--- config.mk ---
export PLATFORM = sky130hd
export DESIGN_NAME = alu_result_serializer
export DESIGN_NICKNAME = d
export VERILOG_FILES = /design/src/rtl/alu_result_serializer.sv
export SDC_FILE = /design/constraint.sdc
export NUM_CORES = 1
export LEC_CHECK = 0
export CELL_PAD_IN_SITES_DETAIL_PLACEMENT = 1
export CELL_PAD_IN_SITES_GLOBAL_PLACEMENT = 1
export CORE_UTILIZATION = 44
export DETAILED_ROUTE_END_ITERATION = 10
export PLACE_DENSITY_LB_ADDON = 0.05
export REMOVE_ABC_BUFFERS = 1
export SLEW_MARGIN = 25
export SYNTH_ARGS = -nofsm -noshare
export SYNTH_HDL_FRONTEND = slang
export SYNTH_SLANG_ARGS = --single-unit
--- constraint.sdc ---
create_clock -name clk -period 3.9 [get_ports clk]
set_input_delay 0.585 -clock clk [delete_from_list [all_inputs] [get_ports clk]]
set_output_delay 0.585 -clock clk [all_outputs]
set_load 0.05 [all_outputs]
--- src/rtl/alu_result_serializer.sv ---
// Transmit side of the ALU result interface: takes one full-width result and sends it
// least-significant beat first, with a one-entry holding register for back-to-back results.
module alu_result_serializer #(
    parameter int RESULT_BUS_WIDTH = 8,
    parameter int RESULT_WIDTH     = 32
) (
    input  logic                        clk,
    input  logic                        rst,
    input  logic                        in_valid,
    output logic                        in_ready,
    input  logic [RESULT_WIDTH-1:0]     in_result,
    input  logic                        flush,
    output logic                        result_valid,
    output logic [RESULT_BUS_WIDTH-1:0] result,
    output logic                        result_last,
    output logic                        result_rst,
    output logic [1:0]                  dbg_state
);
    localparam int BEATS = RESULT_WIDTH / RESULT_BUS_WIDTH;
    localparam int CNT_W = (BEATS > 1) ? $clog2(BEATS) : 1;
    localparam logic [CNT_W-1:0] LAST_CNT = CNT_W'(BEATS - 1);

    typedef enum logic [1:0] {
        ANNOUNCE = 2'd0,
        IDLE     = 2'd1,
        SEND     = 2'd2,
        FLUSH    = 2'd3
    } state_t;

    state_t                  state_q, state_d;
    logic [RESULT_WIDTH-1:0] shreg_q, shreg_d;
    logic [RESULT_WIDTH-1:0] hold_q, hold_d;
    logic                    hold_full_q, hold_full_d;
    logic [CNT_W-1:0]        cnt_q, cnt_d;
    logic                    accept;

    // Input handshake: a result transfers on any cycle where in_valid && in_ready are both
    // high at the clock edge; in_ready never depends on in_valid, and flush forces it low.
    assign in_ready = !flush && ((state_q == IDLE) || (state_q == SEND && !hold_full_q));
    assign accept   = in_valid && in_ready;
    assign dbg_state = state_q;

    always_comb begin
        state_d      = state_q;
        shreg_d      = shreg_q;
        cnt_d        = cnt_q;
        hold_d       = hold_q;
        hold_full_d  = hold_full_q;
        result_valid = 1'b0;
        result       = '0;
        result_last  = 1'b0;
        result_rst   = 1'b0;

        case (state_q)
            ANNOUNCE: begin
                // Held quiet while reset is asserted; pulses once on the first free cycle.
                result_rst = !rst;
                state_d    = IDLE;
            end
            IDLE: begin
                if (accept) begin
                    shreg_d = in_result;
                    cnt_d   = '0;
                    state_d = SEND;
                end
            end
            SEND: begin
                result_valid = 1'b1;
                result       = shreg_q[RESULT_BUS_WIDTH-1:0];
                result_last  = (cnt_q == LAST_CNT);
                if (cnt_q == LAST_CNT) begin
                    if (hold_full_q) begin
                        shreg_d     = hold_q;
                        cnt_d       = '0;
                        hold_full_d = 1'b0;
                    end else if (accept) begin
                        shreg_d = in_result;
                        cnt_d   = '0;
                    end else begin
                        state_d = IDLE;
                    end
                end else begin
                    shreg_d = shreg_q >> RESULT_BUS_WIDTH;
                    cnt_d   = cnt_q + CNT_W'(1);
                    if (accept) begin
                        hold_d      = in_result;
                        hold_full_d = 1'b1;
                    end
                end
            end
            FLUSH: begin
                result_rst  = 1'b1;
                hold_full_d = 1'b0;
                state_d     = IDLE;
            end
            default: state_d = ANNOUNCE;
        endcase

        if (flush && state_q != ANNOUNCE) begin
            state_d     = FLUSH;
            hold_full_d = 1'b0;
        end
    end

    always_ff @(posedge clk) begin
        if (rst) begin
            state_q     <= ANNOUNCE;
            shreg_q     <= '0;
            hold_q      <= '0;
            hold_full_q <= 1'b0;
            cnt_q       <= '0;
        end else begin
            state_q     <= state_d;
            shreg_q     <= shreg_d;
            hold_q      <= hold_d;
            hold_full_q <= hold_full_d;
            cnt_q       <= cnt_d;
        end
    end
endmodule

==> results <==
- By area the synthesized netlist is led by sky130_fd_sc_hd__dfxtp_1, sky130_fd_sc_hd__nand2_1, sky130_fd_sc_hd__o21ai_0, sky130_fd_sc_hd__mux2i_1, sky130_fd_sc_hd__a21boi_0.
- The cell depth of the worst min-delay path is 2.
- Yosys mapped a number of flops with a built-in enable equal to 0.
- The initialized floorplan defines 33 standard-cell rows.
- The detail route stage leaves a number of antenna-violating nets equal to 0.
- The number of non-filler instances in the completed layout is 667.
- At the worst endpoint, the required time is 3.31 ns.
- Routability-driven placement finished with a final weighted congestion of 0.751.
- The floorplan step set the die height to 95.9 um.
- The number of hold-slack violations in the final timing report is 0.
- The number of levels the H-tree was split into is 3.
- In the synthesized netlist the async set-or-reset flop fraction comes to 0%.
- The clock transition at the register clock pins on the worst setup and hold paths after CTS is 0.08 ns.
- In the synthesized netlist, the number of instances is 527.
- The final wirelength is 11.8 mm.
- The total die area is 0.00920 mm^2.
- The number of clock buffers added by TritonCTS is 9.
- The total power consumption of the routed design is 2.62 mW.
- Setup repair after global routing left no endpoint under its margin.
- Among all flip-flop cells after synthesis, the most frequent one is sky130_fd_sc_hd__dfxtp_1.
- The buffer type at the clock tree root is sky130_fd_sc_hd__clkbuf_8.
- The number of buffers between clock root and the deepest sink is 2.
- The arrival time reported for the critical path endpoint is 2.61 ns.
- Each instance of the synthesized netlist takes up on average 7.36 um^2.
- The wire-length estimate of the detail-placed layout is 7.37 mm.
- The flip-flop and latch count after synthesis is 69.
- The library cell used most frequently in the layout, excluding fill and tap cells, is sky130_fd_sc_hd__nand2_1.
- Dividing total power by cell area gives a power density of 571 mW/mm^2.
- The total routing resource utilization after global routing is 27.5%.
- The clock drives 69 sinks.
- The die is 95.9 um wide.
- During synthesis, Yosys emitted a total of 0 warnings.
- The total vias in the final route is 3820.
- The iteration count of the initial detailed-routing pass is 4.
- Summed over all cells, the static leakage comes to 1.66 nW.
- The setup slack on the worst flop-to-flop path is 1.14 ns.
- The run finished with clean final reports.
- The number of violations reported at the end of detailed-routing iteration 0 is 153.
- The repair_antennas step left the layout with diodes totalling 0.
- The mapped netlist covers 0.00388 mm^2.
- The setup path with the least slack is of type flop to output port.
- The number of top-level pins is 50.
- The clock period minus worst slack is 3.20 ns.
- The synthesized design spends more area on one cell type than any other, namely sky130_fd_sc_hd__dfxtp_1.
- In the routed layout, each cell is associated on average with a via count of 5.73.
- The post-route netlist has 5.52% of its cells at a drive strength greater than 1.
- The largest net degree at the start of global routing is 62.
- After detailed placement, the design holds a cell count of 651.
- The peak ir drop on the vdd network is 266 uV.
- The total overflow reported by the global router is 0.
- Across the routed clock network, the largest skew measured is 0.0166 ns.
- The buffers inserted during post-CTS setup optimization is 0.
- The top cell type by area accounts for 35.6% of the synthesized area.
- The layout has 1076 filler cells.
- The relative area change from synthesis to final layout is 18.5%.
- The number of antenna violations at the first check in global routing is 0.
- The sum of negative setup slack is 0 ns.
- The count of buffers added on input and output ports is 49.
- The endpoint of the lowest-slack register-to-register path is hold_q[13]$_SDFFE_PP0P_.
- The TritonCTS clock tree is yes.
- The number of buffers added to fix hold violations after cts is 0.
- The initial cell density of the core is 46.3%.
- STA classifies the critical path startpoint as a flop.
- Synthesis instantiated 33 different standard cells from the library.
- In the layout the commonest cells are sky130_fd_sc_hd__nand2_1, sky130_fd_sc_hd__dfxtp_1, sky130_fd_sc_hd__nor2_1.
- Of all nets on the critical path, the largest fanout is 20.
- The number of global-route vias before repair is 3947.
- Setup violations remaining at the end of the flow were counted as 0.
- The worst hold path begins at hold_q[16]$_SDFFE_PP0P_.
- The count of cells resized by post-cts repair is 0.
- The worst pin sits at a relative slew slack of 36.5%.
- Derived from the worst setup path, the maximum achievable clock frequency is 0.313 GHz.
- Sequential elements use 35.6% of the synthesized area.
- Hold is met by 0.458 ns.
- The first-pass GRT wire length is 19.2 mm.
- The number of max-capacitance violations reported is 0.
- The core area is 0.00838 mm^2.
- STA classifies the critical path endpoint as an output port.
- The worst register-to-register path has a depth of 8.
- The final-stage net count is 598.
- In the final routed layout, each cell accounts on average for 17.7 um.
- The worst register-to-register path begins at dbg_state[0]$_SDFFE_PP0P_.
- For the pin with the worst max-slew slack, the measured transition is 0.951 ns.
- The share of the clock period used by the worst path after layout is 82.0%.
- The class of the most critical hold timing path is flop to flop.
- The max-slew violation total from the final report was 0.
- At the later pin of the worst-skew pair, clock insertion delay measures 0.36 ns.
- For this run, design rule violations remaining after detail routing come to 0.
- The hold-critical path endpoint is hold_q[16]$_SDFFE_PP0P_.
[logic make-up after synthesis]
logic type	count (synthesis)	synth area share [%]
compound gates	151	24.0
fa+ha+maj	5	1.61
buf+inv	47	5.77
flops	69	35.6
mux	24	6.19
simple gates	231	26.8
[worst max-delay path, stage by stage, from the launching register on]
cell and delay (ns):
sky130_fd_sc_hd__dfxtp_1 0.36, sky130_fd_sc_hd__inv_1 0.11, sky130_fd_sc_hd__ha_1 0.46, sky130_fd_sc_hd__buf_4 0.33, sky130_fd_sc_hd__and2_1 0.16, sky130_fd_sc_hd__clkdlybuf4s50_1 0.81
[where the power goes]
part           switching (mW)  internal, mW
Clock                   0.292         0.348
Combinational           0.627         0.379
Sequential              0.117         0.862
[Yosys cell counts (2+ instances only)]
cell,number
sky130_fd_sc_hd__a21boi_0,31
sky130_fd_sc_hd__a21oi_1,37
sky130_fd_sc_hd__a22o_1,14
sky130_fd_sc_hd__and2_1,9
sky130_fd_sc_hd__and3_1,2
sky130_fd_sc_hd__buf_1,4
sky130_fd_sc_hd__buf_2,14
sky130_fd_sc_hd__buf_4,2
sky130_fd_sc_hd__buf_6,3
sky130_fd_sc_hd__clkbuf_1,19
sky130_fd_sc_hd__dfxtp_1,69
sky130_fd_sc_hd__ha_1,5
sky130_fd_sc_hd__inv_1,5
sky130_fd_sc_hd__mux2i_1,24
sky130_fd_sc_hd__nand2_1,94
sky130_fd_sc_hd__nand2b_1,31
sky130_fd_sc_hd__nand3_1,25
sky130_fd_sc_hd__nor2_1,59
sky130_fd_sc_hd__nor2b_1,4
sky130_fd_sc_hd__o21a_1,2
sky130_fd_sc_hd__o21ai_0,52
sky130_fd_sc_hd__o31ai_1,8
sky130_fd_sc_hd__or2b_1,3
sky130_fd_sc_hd__or4_1,2
[worst max-delay path by stage]
stage               cells after the start                      start  slack (ns)                        to
global placement                        5  dbg_state[0]$_SDFFE_PP0P_        1.18                 result[0]
floorplan                               6  dbg_state[0]$_SDFFE_PP0P_       -0.13  shreg_q[10]$_SDFFE_PP0P_
detailed placement                      6                      flush        1.10   hold_q[10]$_SDFFE_PP0P_
CTS                                     5  dbg_state[0]$_SDFFE_PP0P_        0.70                 result[5]
finish                                  5  dbg_state[0]$_SDFFE_PP0P_        0.70                 result[5]
global route                            6  dbg_state[0]$_SDFFE_PP0P_        0.58                  in_ready
[through the flow]
stage               setup WS [ns]  area [um^2]  util (%)
detailed placement           1.10         4390      52.3
CTS                         0.702         4600      54.9
global placement             1.18         4390      52.3
finish                      0.702         4600      54.9
global route                0.581         4600      54.9
floorplan                  -0.126         3680         -
[state kept, by name, summed over array words and instances (netlist names)]
signal and count:
hold_full_q 1, dbg_state 2, cnt_q 2, hold_q 32
shreg_q 32
[per-layer routing]
layer / vias up / routed length [um] / global-route usage [%]
met5: - / 0 / 0
met4: 0 / 157 / 8.08
met3: 14 / 334 / 4.27
met2: 57 / 6070 / 51.2
met1: 1902 / 5270 / 32.2
li1: 1847 / - / -
[cell type report]
class,count,area (um^2),share of cell area (%)
clock inverters,3,42.5,0.925
repair buffers,61,576,12.5
multi-input cells,411,2280,49.6
clock buffers,13,169,3.67
inverters,5,18.8,0.408
flip-flops and latches,69,1380,30.0
well taps,105,131,2.86
Note: power is estimated with default switching activity, not from simulation.
